[src/rtl/dmac_ioreg_pkg.sv]
// Shared defaults and helpers for the DMA controller I/O register block.
package dmac_ioreg_pkg;

   localparam int unsigned DEF_W_D             = 32;
   localparam int unsigned DEF_NUM_CH          = 4;
   localparam int unsigned DEF_FIFO_ADDR_WIDTH = 2;

   // Ceiling log2, used to size channel indices from the channel count.
   function automatic int unsigned clog2(input int unsigned v);
      int unsigned r;
      int unsigned p;
      r = 0;
      p = 1;
      while (p < v) begin
         p = p << 1;
         r = r + 1;
      end
      return r;
   endfunction

endpackage

[src/rtl/dmac_ioreg_fifo.sv]
// Count-based synchronous FIFO holding inbound words for one channel.
module dmac_ioreg_fifo
   import dmac_ioreg_pkg::*;
#(
   parameter int unsigned W_D             = DEF_W_D,
   parameter int unsigned FIFO_ADDR_WIDTH = DEF_FIFO_ADDR_WIDTH
) (
   input  logic                       CLK,
   input  logic                       RST,
   input  logic                       push,
   input  logic [W_D-1:0]             push_data,
   input  logic                       pop,
   output logic [W_D-1:0]             head_c,
   output logic [FIFO_ADDR_WIDTH:0]   count,
   output logic                       full_c,
   output logic                       empty_c
);

   localparam int unsigned DEPTH = 1 << FIFO_ADDR_WIDTH;
   localparam int unsigned CNT_W = FIFO_ADDR_WIDTH + 1;

   logic [W_D-1:0]             mem [DEPTH];
   logic [FIFO_ADDR_WIDTH-1:0] wr_ptr;
   logic [FIFO_ADDR_WIDTH-1:0] rd_ptr;
   logic                       push_ok_c;
   logic                       pop_ok_c;

   assign full_c    = (count == CNT_W'(DEPTH));
   assign empty_c   = (count == '0);
   assign push_ok_c = push && !full_c;
   assign pop_ok_c  = pop && !empty_c;
   assign head_c    = mem[rd_ptr];

   // Pointers wrap naturally at the power-of-two depth.
   always_ff @(posedge CLK) begin
      if (!RST) begin
         wr_ptr <= '0;
         rd_ptr <= '0;
         count  <= '0;
      end else begin
         if (push_ok_c) wr_ptr <= wr_ptr + FIFO_ADDR_WIDTH'(1);
         if (pop_ok_c)  rd_ptr <= rd_ptr + FIFO_ADDR_WIDTH'(1);
         case ({push_ok_c, pop_ok_c})
            2'b10:   count <= count + CNT_W'(1);
            2'b01:   count <= count - CNT_W'(1);
            default: count <= count;
         endcase
      end
   end

   always_ff @(posedge CLK) begin
      if (push_ok_c) mem[wr_ptr] <= push_data;
   end

endmodule

[src/rtl/dmac_ioregister_nch.sv]
// Multi-channel I/O register: inbound per-channel FIFOs read by the control
// thread, outbound single-word slots drained round-robin to a downstream FIFO.
module dmac_ioregister_nch
   import dmac_ioreg_pkg::*;
#(
   parameter int unsigned W_D             = DEF_W_D,
   parameter int unsigned NUM_CH          = DEF_NUM_CH,
   parameter int unsigned W_CH            = clog2(NUM_CH),
   parameter int unsigned FIFO_ADDR_WIDTH = DEF_FIFO_ADDR_WIDTH
) (
   input  logic              CLK,
   input  logic              RST,
   input  logic [W_D-1:0]    ext_write_data,
   input  logic [W_CH-1:0]   ext_write_ch,
   input  logic              ext_write_empty,
   output logic              ext_write_deq,
   output logic [W_D-1:0]    ext_read_data,
   output logic [W_CH-1:0]   ext_read_ch,
   output logic              ext_read_enq,
   input  logic              ext_read_almost_full,
   input  logic [W_CH-1:0]   coram_ch,
   input  logic [W_D-1:0]    coram_d,
   input  logic              coram_we,
   input  logic              coram_re,
   output logic [W_D-1:0]    coram_q,
   output logic              coram_q_valid,
   output logic [NUM_CH-1:0] coram_rx_avail,
   output logic [NUM_CH-1:0] coram_tx_busy,
   output logic [NUM_CH-1:0] coram_tx_overflow
);

   localparam int unsigned CNT_W = FIFO_ADDR_WIDTH + 1;

   logic [NUM_CH-1:0] fifo_push_c;
   logic [NUM_CH-1:0] fifo_pop_c;
   logic [NUM_CH-1:0] fifo_full_c;
   logic [NUM_CH-1:0] fifo_empty_c;
   logic [W_D-1:0]    fifo_head_c [NUM_CH];
   logic [CNT_W-1:0]  fifo_count  [NUM_CH];

   logic              wr_full_sel_c;
   logic              rx_empty_sel_c;
   logic [W_D-1:0]    head_sel_c;
   logic              coram_pop_c;

   logic [W_D-1:0]    slot_data [NUM_CH];
   logic [NUM_CH-1:0] slot_busy;
   logic [NUM_CH-1:0] tx_overflow;
   logic [NUM_CH-1:0] slot_we_c;
   logic [NUM_CH-1:0] slot_drop_c;
   logic [W_CH-1:0]   rr_ptr;
   logic [W_CH-1:0]   scan_idx_c;
   logic [W_CH-1:0]   grant_idx_c;
   logic              grant_vld_c;

   function automatic logic [W_CH-1:0] ch_add(input logic [W_CH-1:0] base,
                                              input int unsigned     k);
      int unsigned s;
      s = 32'(base) + k;
      if (s >= NUM_CH) s = s - NUM_CH;
      return W_CH'(s);
   endfunction

   for (genvar g = 0; g < NUM_CH; g++) begin : g_fifo
      dmac_ioreg_fifo #(
         .W_D             (W_D),
         .FIFO_ADDR_WIDTH (FIFO_ADDR_WIDTH)
      ) u_fifo (
         .CLK       (CLK),
         .RST       (RST),
         .push      (fifo_push_c[g]),
         .push_data (ext_write_data),
         .pop       (fifo_pop_c[g]),
         .head_c    (fifo_head_c[g]),
         .count     (fifo_count[g]),
         .full_c    (fifo_full_c[g]),
         .empty_c   (fifo_empty_c[g])
      );
      assign coram_rx_avail[g] = (fifo_count[g] != '0);
   end

   // Channel select for the inbound side; an unmapped channel index never accepts.
   always_comb begin
      wr_full_sel_c  = 1'b1;
      rx_empty_sel_c = 1'b1;
      head_sel_c     = '0;
      for (int i = 0; i < NUM_CH; i++) begin
         if (ext_write_ch == W_CH'(i)) wr_full_sel_c = fifo_full_c[i];
         if (coram_ch == W_CH'(i)) begin
            rx_empty_sel_c = fifo_empty_c[i];
            head_sel_c     = fifo_head_c[i];
         end
      end
   end

   assign ext_write_deq = RST && !ext_write_empty && !wr_full_sel_c;
   assign coram_pop_c   = RST && coram_re && !rx_empty_sel_c;

   always_comb begin
      fifo_push_c = '0;
      fifo_pop_c  = '0;
      for (int i = 0; i < NUM_CH; i++) begin
         fifo_push_c[i] = ext_write_deq && (ext_write_ch == W_CH'(i));
         fifo_pop_c[i]  = coram_pop_c && (coram_ch == W_CH'(i));
      end
   end

   // Round-robin: first busy slot at or after rr_ptr, stalled by backpressure.
   always_comb begin
      grant_vld_c = 1'b0;
      grant_idx_c = '0;
      scan_idx_c  = '0;
      for (int unsigned k = 0; k < NUM_CH; k++) begin
         scan_idx_c = ch_add(rr_ptr, k);
         if (!grant_vld_c && !ext_read_almost_full && slot_busy[scan_idx_c]) begin
            grant_vld_c = 1'b1;
            grant_idx_c = scan_idx_c;
         end
      end
   end

   // A slot being drained this cycle may be refilled in the same cycle.
   always_comb begin
      slot_we_c   = '0;
      slot_drop_c = '0;
      for (int i = 0; i < NUM_CH; i++) begin
         if (coram_we && (coram_ch == W_CH'(i))) begin
            if (!slot_busy[i] || (grant_vld_c && (grant_idx_c == W_CH'(i))))
               slot_we_c[i] = 1'b1;
            else
               slot_drop_c[i] = 1'b1;
         end
      end
   end

   always_ff @(posedge CLK) begin
      if (!RST) begin
         slot_busy     <= '0;
         tx_overflow   <= '0;
         rr_ptr        <= '0;
         ext_read_enq  <= 1'b0;
         ext_read_data <= '0;
         ext_read_ch   <= '0;
         coram_q       <= '0;
         coram_q_valid <= 1'b0;
      end else begin
         for (int i = 0; i < NUM_CH; i++) begin
            if (slot_we_c[i])
               slot_busy[i] <= 1'b1;
            else if (grant_vld_c && (grant_idx_c == W_CH'(i)))
               slot_busy[i] <= 1'b0;
            if (slot_drop_c[i]) tx_overflow[i] <= 1'b1;
         end
         ext_read_enq <= grant_vld_c;
         if (grant_vld_c) begin
            ext_read_data <= slot_data[grant_idx_c];
            ext_read_ch   <= grant_idx_c;
            rr_ptr        <= ch_add(grant_idx_c, 1);
         end
         coram_q_valid <= coram_pop_c;
         if (coram_pop_c) coram_q <= head_sel_c;
      end
   end

   always_ff @(posedge CLK) begin
      for (int i = 0; i < NUM_CH; i++) begin
         if (slot_we_c[i]) slot_data[i] <= coram_d;
      end
   end

   assign coram_tx_busy     = slot_busy;
   assign coram_tx_overflow = tx_overflow;

endmodule

[config.mk]
export PLATFORM = sky130hd
export DESIGN_NAME = dmac_ioregister_nch
export DESIGN_NICKNAME = d
export VERILOG_FILES = /design/src/rtl/dmac_ioreg_pkg.sv /design/src/rtl/dmac_ioreg_fifo.sv /design/src/rtl/dmac_ioregister_nch.sv
export SDC_FILE = /design/constraint.sdc
export NUM_CORES = 1
export LEC_CHECK = 0
export CAP_MARGIN = 20
export CELL_PAD_IN_SITES_DETAIL_PLACEMENT = 1
export CELL_PAD_IN_SITES_GLOBAL_PLACEMENT = 1
export CORE_UTILIZATION = 52
export DETAILED_ROUTE_END_ITERATION = 6
export PLACE_DENSITY_LB_ADDON = 0.1
export SYNTH_ARGS = -nofsm -noshare
export SYNTH_HDL_FRONTEND = slang
export SYNTH_SLANG_ARGS = --single-unit
[constraint.sdc]
create_clock -name CLK -period 5.55 [get_ports CLK]
set_clock_uncertainty 0.15 [all_clocks]
set_input_delay 0.555 -clock CLK [delete_from_list [all_inputs] [get_ports CLK]]
set_output_delay 0.555 -clock CLK [all_outputs]
set_load 0.02 [all_outputs]
== Word level (Yosys, flattened, before mapping) ==
Memory sizes are Yosys's and may differ from the RTL's. A register that Yosys moved wholly into a read port is not among the register bits.
Cells that the tools add are included.
Cells by class
  add/subtract/negate cells: 25
  $mul: 0
  divide/modulo/power cells: 0
  order comparisons: 9
  eq/ne operators: 21
  shifts and indexed selects: 0
  multiplexer cells: 94
  bitwise gates (word level): 0
  reduce and logical (&&, ||, !) cells: 81
Operators by type and width (count)
  $mux 32: 7
  $reduce_or 32->1: 3
  $mux 1: 59
  $mux 2: 20
  $logic_and 1x1->1: 35
  $pmux 3 s2: 4
  $eq 2x2->1 const B: 10
  $logic_not 1->1: 20
  $add 2x1->2 const B: 8
  $reduce_bool 2->1: 8
  $eq 2x1->1 const B: 7
  $add 3x1->3 const B: 4
  $eq 3x3->1 const B: 4
  $ge 3x3->1 const B: 4
  $logic_not 3->1: 4
  $lt 2x3->1 const B: 4
  $reduce_bool 3->1: 4
  $sub 3x1->3 const B: 4
  $sub 2x1->2 const B: 5
  $bmux 1 s2: 4
  $add 2x1->3 const B: 2
  $add 2x2->3 const B: 2
  $logic_not 2->1: 3
  $logic_or 1x1->1: 4
  $ge 2x3->1 const B: 1
Word-level totals
  register bits: 74
  latch bits: 0
  bits in writable memories: 640
  memory bits (read-only): 0
  input port bits: 74
  logic and storage cells: 260
  memories kept: 5
Memories
  g_fifo[0].u_fifo.mem: depth 4, bits a word 32, read ports 1, clocked after memory_dff 1, wr ports 1, line dmac_ioreg_fifo.sv:22  | logic [W_D-1:0] mem [DEPTH];
  g_fifo[1].u_fifo.mem: depth 4, bits a word 32, read ports 1, clocked after memory_dff 1, wr ports 1, line dmac_ioreg_fifo.sv:22
  g_fifo[2].u_fifo.mem: depth 4, bits a word 32, read ports 1, clocked after memory_dff 1, wr ports 1, line dmac_ioreg_fifo.sv:22
  g_fifo[3].u_fifo.mem: depth 4, bits a word 32, read ports 1, clocked after memory_dff 1, wr ports 1, line dmac_ioreg_fifo.sv:22
  slot_data: depth 4, bits a word 32, read ports 1, clocked after memory_dff 1, wr ports 1, line dmac_ioregister_nch.sv:46  | logic [W_D-1:0] slot_data [NUM_CH];

== Depth between registers and ports, before layout ==
  word-level depth: 29
  mapped depth: 11

== Hierarchy ==
A second synthesis with hierarchy kept.
Second synthesis, totals
  cell total of the unflattened synthesis: 1629
  area total of the unflattened synthesis: 29644.7 um2
Modules (own cells, without submodules)
  dmac_ioreg_fifo: instances 4, cells each 221, area each 5144.9 um2, sequential area each 4023.9 um2
  dmac_ioregister_nch: instances 1, cells each 745, area each 9064.9 um2, sequential area each 5405.2 um2

== Worst setup path before layout ==
No wires, ideal clock.
  path type: reg-to-reg
  start point: reg rr_ptr[1]
  end point: mem slot_data[0][0] in the netlist's numbering (enable)
  setup time: 470 ps
  arrival: 4047 ps
  data required time: 4930 ps
  setup slack: 883 ps
  cell stages (with the launch flop): 9
  cells stage by stage: dfxtp_1 -> buf_2 -> or4b_1 -> nand3_2 -> nand3_1 -> buf_2 -> nand2_2 -> o21ai_0 -> a21boi_0
Between the ends
  elaborated cells on any way between the ends: 78
RTL lines
  start: declaration: line dmac_ioregister_nch.sv:51  | logic [W_CH-1:0] rr_ptr;
  start signal: assignment: line dmac_ioregister_nch.sv:158  | rr_ptr <= ch_add(grant_idx_c, 1);
  $ge 2x3->1 or $sub 2x1->2 (tied branches): line dmac_ioregister_nch.sv:60  | if (s >= NUM_CH) s = s - NUM_CH;
  $mux 2: line dmac_ioregister_nch.sv:60
  $bmux 1 s2: line dmac_ioregister_nch.sv:115  | if (!grant_vld_c && !ext_read_almost_full && slot_busy[scan_idx_c]) begin
  $mux 1 (implied by the code): line dmac_ioregister_nch.sv:115
  $logic_and 1x1->1: line dmac_ioregister_nch.sv:115
  $mux 1: line dmac_ioregister_nch.sv:115
  $logic_not 1->1: line dmac_ioregister_nch.sv:115
  $logic_and 1x1->1 (2 in series): line dmac_ioregister_nch.sv:115
  (+10 left out)
  $logic_and 1x1->1 (*): line dmac_ioregister_nch.sv:128  | if (!slot_busy[i] || (grant_vld_c && (grant_idx_c == W_CH'(i))))
  $logic_or 1x1->1 (*): line dmac_ioregister_nch.sv:128
  $mux 1 (*): line dmac_ioregister_nch.sv:128
  $mux 1 (*): line dmac_ioregister_nch.sv:127  | if (coram_we && (coram_ch == W_CH'(i))) begin
  via slot_we_c[0]: line dmac_ioregister_nch.sv:49  | logic [NUM_CH-1:0] slot_we_c;
  $mux 1 (*): line dmac_ioregister_nch.sv:167  | if (slot_we_c[i]) slot_data[i] <= coram_d;
  $mux 1 (implied by the code) (*): line dmac_ioregister_nch.sv:167
  $mux 1 (no line) (*) (3 in series)
  end: declaration: line dmac_ioregister_nch.sv:46
The timed path passes the listed nets; every way through them passes the cells marked *. The select of a mux whose other input is x is not followed.

== Final worst setup path ==
  start point: reg rr_ptr[0]
  end point: mem slot_data[2][12] in the netlist's numbering (enable)
Between the ends
  elaborated cells on any way between the ends: 78
RTL lines (line)
  $ge 2x3->1 or $sub 2x1->2 (tied branches): dmac_ioregister_nch.sv:60
  $mux 2: dmac_ioregister_nch.sv:60
  $bmux 1 s2: dmac_ioregister_nch.sv:115
  $mux 1 (implied by the code): dmac_ioregister_nch.sv:115
  $logic_and 1x1->1: dmac_ioregister_nch.sv:115
  $mux 1: dmac_ioregister_nch.sv:115
  $logic_not 1->1: dmac_ioregister_nch.sv:115
  $logic_and 1x1->1 (2 in series): dmac_ioregister_nch.sv:115
  (+11 left out)
  $logic_or 1x1->1 (*): dmac_ioregister_nch.sv:128
  $mux 1 (*): dmac_ioregister_nch.sv:128
  $mux 1 (*): dmac_ioregister_nch.sv:127
  via slot_we_c[2]: dmac_ioregister_nch.sv:49
  $mux 1 (*): dmac_ioregister_nch.sv:167
  $mux 1 (implied by the code) (*): dmac_ioregister_nch.sv:167
  $reduce_or 32->1 (no line)
  $mux 2 (no line) or $mux 1 (tied branches) (2 in series)
Marks and branches as above.

==> impl_results.rst <==
.. list-table::
   :header-rows: 1

   * - Metric
     - Value
   * - Result of the run
     - complete, no violations
   * - Mapped cell area
     - 29,100 um2
   * - Worst hold path type
     - in -> reg
   * - Hpwl dp
     - 41,600 um
   * - Number of flops mapped to enable cells by yosys
     - 640
   * - Worst setup timing slack at the placement stage
     - 1.13 ns
   * - Die Width
     - 238 um
   * - Total routing resource utilization after global routing
     - between 20% and 30%
   * - Headroom to the max-slew limit
     - around a quarter
   * - Fraction of the cycle the final worst path needs
     - 75.0%
   * - Number of buffers created by CTS
     - 78
   * - Worst EP required
     - between 5 and 6 ns
   * - Share of synthesized area occupied by flip-flops and latches
     - 74.0%
   * - Final wirelength
     - slightly below 70,000 um
   * - Clock share of power
     - 40.9%
   * - Antenna violation net count after detailed routing
     - 0
   * - Reg clk slew, reported paths
     - roughly 0.060 ns
   * - Setup repair after global routing missed its margin
     - false
   * - Post-synth top area share
     - 66.2%
   * - Cts hold-fix bufs
     - 0
   * - Fraction of power spent switching nets
     - 22.5%
   * - Vias in the first global route
     - around 16,000
   * - Number of clock sinks
     - between 700 and 800
   * - Global-route congestion overflow total
     - 0
   * - Violation count after the first detailed-route iteration
     - 1,312
   * - Number of detailed-routing iterations run before antenna repair
     - 5
   * - Combinational fraction of design power
     - around 7.3%
   * - Effective utilization at floorplan
     - 52.6%
   * - Maxcap violations
     - 0
   * - Warnings from Yosys
     - 0
   * - Fraction of final layout cells sized beyond drive strength 1
     - between 10% and 20%
   * - Transition at the pin with the smallest max-transition slack
     - between 1 and 1.5 ns
   * - Post-layout nets
     - 1,863
   * - DRC violations left
     - 0
   * - Share of synthesized flip-flops with an asynchronous set or reset
     - 0%
   * - Utilization of the core after routing
     - 61.9%
   * - Number of setup buffers added after CTS
     - 0
   * - Critical path peak fanout
     - 21
   * - Area of the die
     - 56,800 um2
   * - Power density over the cells
     - 360 nW/um2
   * - Count of antenna diodes in the layout
     - 0
   * - Placer congestion estimate
     - 0.852
   * - IO Port Bufs
     - 154
   * - Clock root buffer
     - sky130_fd_sc_hd__clkbuf_16
   * - DR vias
     - approximately 15,000
   * - Cell with the most instances after synthesis
     - sky130_fd_sc_hd__edfxtp_1
   * - Clock latency on the worst-skew pair
     - 0.62 ns
   * - Antenna violations before repair
     - 2
   * - Post-synth net total
     - 1,678
   * - CTS Buffer Depth
     - 3
   * - Worst Setup End Kind
     - flip-flop
   * - Sequential fraction of design power
     - 51.8%
   * - Fmax
     - 240 MHz
   * - Count of state elements after synthesis
     - about 750
   * - Chip Height
     - 238 um
   * - Hold violation total from the final report
     - 0
   * - Mapped Cells
     - 1,580
   * - Pin count of the biggest net entering global routing
     - 84
   * - Top area cells in the synthesized netlist
     - sky130_fd_sc_hd__edfxtp_1, sky130_fd_sc_hd__mux4_2, sky130_fd_sc_hd__dfxtp_1, sky130_fd_sc_hd__nand2_1, sky130_fd_sc_hd__a21oi_1
   * - Number of top-level pins
     - around 160
   * - Minimum period implied by the final worst setup slack
     - 4.16 ns
   * - Arrival time reported for the critical path endpoint
     - 4.33 ns
   * - Detail-routed via count per cell
     - between 5 and 6
   * - Clock tree from TritonCTS
     - yes
   * - Internal power contribution
     - 9.53 mW
   * - Worst Path Class, Setup
     - reg -> reg
   * - Minimum setup slack in the final design
     - 1.39 ns
   * - Peak supply drop
     - 268 uV
   * - Average routed wire per standard cell
     - ~27 um
   * - Net switching component of the power
     - between 2 and 3 mW
   * - Final slew viol count
     - 0
   * - Area grow syn2layout
     - 17.6%
   * - Mean Syn Cell Area
     - 18.4 um2
   * - Prevailing post-synth register cell
     - sky130_fd_sc_hd__edfxtp_1
   * - Wire length of the first global-routing pass
     - 102,000 um
   * - Worst hold margin
     - 0.275 ns
   * - # setup viols final
     - 0
   * - Cell leakage power
     - around 11 nW
   * - Yosys cell types
     - 55
   * - Sum Neg Setup Slack
     - 0 ns
   * - H-tree level count
     - 3
   * - Commonest cells post-synth
     - sky130_fd_sc_hd__edfxtp_1, sky130_fd_sc_hd__mux4_2, sky130_fd_sc_hd__dfxtp_1
   * - Core outline area
     - 55,200 um2
   * - Num rows
     - 86
   * - Post-synth top area cell
     - sky130_fd_sc_hd__edfxtp_1
   * - Fillcell total
     - 4,763
   * - Quantity of gates resized following cts
     - 0
   * - Startpoint type of the worst setup path
     - flip-flop
## worst max-delay path: stages, from the launching register on
cell	delay, ns
sky130_fd_sc_hd__dfxtp_1	0.63
sky130_fd_sc_hd__mux4_2	0.60
sky130_fd_sc_hd__nor2b_1	0.16
sky130_fd_sc_hd__a21oi_2	0.49
sky130_fd_sc_hd__a21oi_1	0.31
sky130_fd_sc_hd__o21ai_0	0.43
sky130_fd_sc_hd__nor2b_2	0.81
sky130_fd_sc_hd__buf_12	0.26
## per-layer routing
| layer | vias to the layer above | GRT usage (%) | share of wire, % |
|---|---|---|---|
| met3 | 101 | 4.67 | 5.8 |
| met4 | 4 | 6.41 | 1.9 |
| met5 | - | 0 | 0.039 |
| li1 | 6650 | - | - |
| met2 | 472 | 41.1 | 50 |
| met1 | 8041 | 33.8 | 42 |
## registers in the layout, indices dropped and copies added (netlist names), named ones only
| register | count |
|---|---|
| coram_tx_overflow | 4 |
| g_fifo.u_fifo.mem | 512 |
| coram_q_valid | 1 |
| slot_data | 128 |
| coram_tx_busy | 4 |
| coram_q | 32 |
| ext_read_ch | 2 |
| g_fifo.u_fifo.rd_ptr | 8 |
| g_fifo.u_fifo.count | 12 |
| ext_read_enq | 1 |
| g_fifo.u_fifo.wr_ptr | 8 |
| ext_read_data | 32 |
| rr_ptr | 2 |
## power by group through the flow
stage	Clock (mW)	Sequential (mW)	Combinational (mW)
floorplan	0	6.54	0.426
global placement	0	6.49	0.867
detailed placement	0	6.49	0.896
CTS	5.13	6.37	0.901
global route	5.29	6.38	0.959
finish	5.03	6.37	0.894
## cell families after synthesis
group / count (synthesis) / synth area share, %
mux: 189 / 13.5
fa+ha+maj: 24 / 1.14
flops: 754 / 74.0
buf+inv: 120 / 1.77
simple gates: 266 / 4.31
compound gates: 207 / 4.67
xor+xnor: 20 / 0.603
## final timing paths
check                           cells after the start                    endpoint         from  slack [ns]
worst max-delay path                                7            slot_data[2][12]    rr_ptr[0]        1.39
worst max register to register                      7            slot_data[2][12]    rr_ptr[0]        1.39
worst min-delay path                                4  g_fifo[0].u_fifo.rd_ptr[0]  coram_ch[1]        0.28
worst min register to register                      2                 coram_q[16]  coram_q[16]        0.31
## layout by cell type (no fill, tap or decap), types with 5 or more instances in the layout
| cell | instances |
|---|---|
| sky130_fd_sc_hd__a21boi_0 | 21 |
| sky130_fd_sc_hd__a21oi_1 | 69 |
| sky130_fd_sc_hd__a2bb2oi_1 | 12 |
| sky130_fd_sc_hd__and2_2 | 16 |
| sky130_fd_sc_hd__and3_1 | 25 |
| sky130_fd_sc_hd__buf_12 | 13 |
| sky130_fd_sc_hd__buf_4 | 29 |
| sky130_fd_sc_hd__clkbuf_1 | 14 |
| sky130_fd_sc_hd__clkbuf_16 | 79 |
| sky130_fd_sc_hd__clkdlybuf4s50_1 | 152 |
| sky130_fd_sc_hd__clkinv_1 | 13 |
| sky130_fd_sc_hd__clkinv_2 | 21 |
| sky130_fd_sc_hd__dfxtp_1 | 106 |
| sky130_fd_sc_hd__dfxtp_2 | 8 |
| sky130_fd_sc_hd__edfxtp_1 | 640 |
| sky130_fd_sc_hd__ha_1 | 20 |
| sky130_fd_sc_hd__inv_1 | 28 |
| sky130_fd_sc_hd__mux2i_1 | 25 |
| sky130_fd_sc_hd__mux4_2 | 162 |
| sky130_fd_sc_hd__nand2_1 | 109 |
| sky130_fd_sc_hd__nand3_1 | 25 |
| sky130_fd_sc_hd__nand3b_1 | 5 |
| sky130_fd_sc_hd__nor2_1 | 47 |
| sky130_fd_sc_hd__nor3_1 | 6 |
| sky130_fd_sc_hd__o211ai_1 | 42 |
| sky130_fd_sc_hd__o21ai_0 | 28 |
| sky130_fd_sc_hd__o21ai_1 | 5 |
| sky130_fd_sc_hd__o32a_1 | 12 |
| sky130_fd_sc_hd__or3_1 | 9 |
| sky130_fd_sc_hd__xnor2_1 | 8 |
| sky130_fd_sc_hd__xor2_1 | 12 |
## metrics by stage
step	area [um2]	power, mW	std cells
finish	34200	12.3	2576
global route	34200	12.6	2576
CTS	34100	12.4	2574
detailed placement	31700	7.39	2431
global placement	31500	7.35	2421
floorplan	29100	6.96	1580
## cell type report
class	instances	area, um2	share of cell area (%)
clock inverter	47	392	1.15
clock buffer	96	2070	6.06
multi-input combinational	706	7110	20.8
timing repair buffer	196	2030	5.95
sequential	754	21500	63.0
tap	748	936	2.74
inverter	29	110	0.322
No activity file was read; power rests on OpenSTA's default activity.
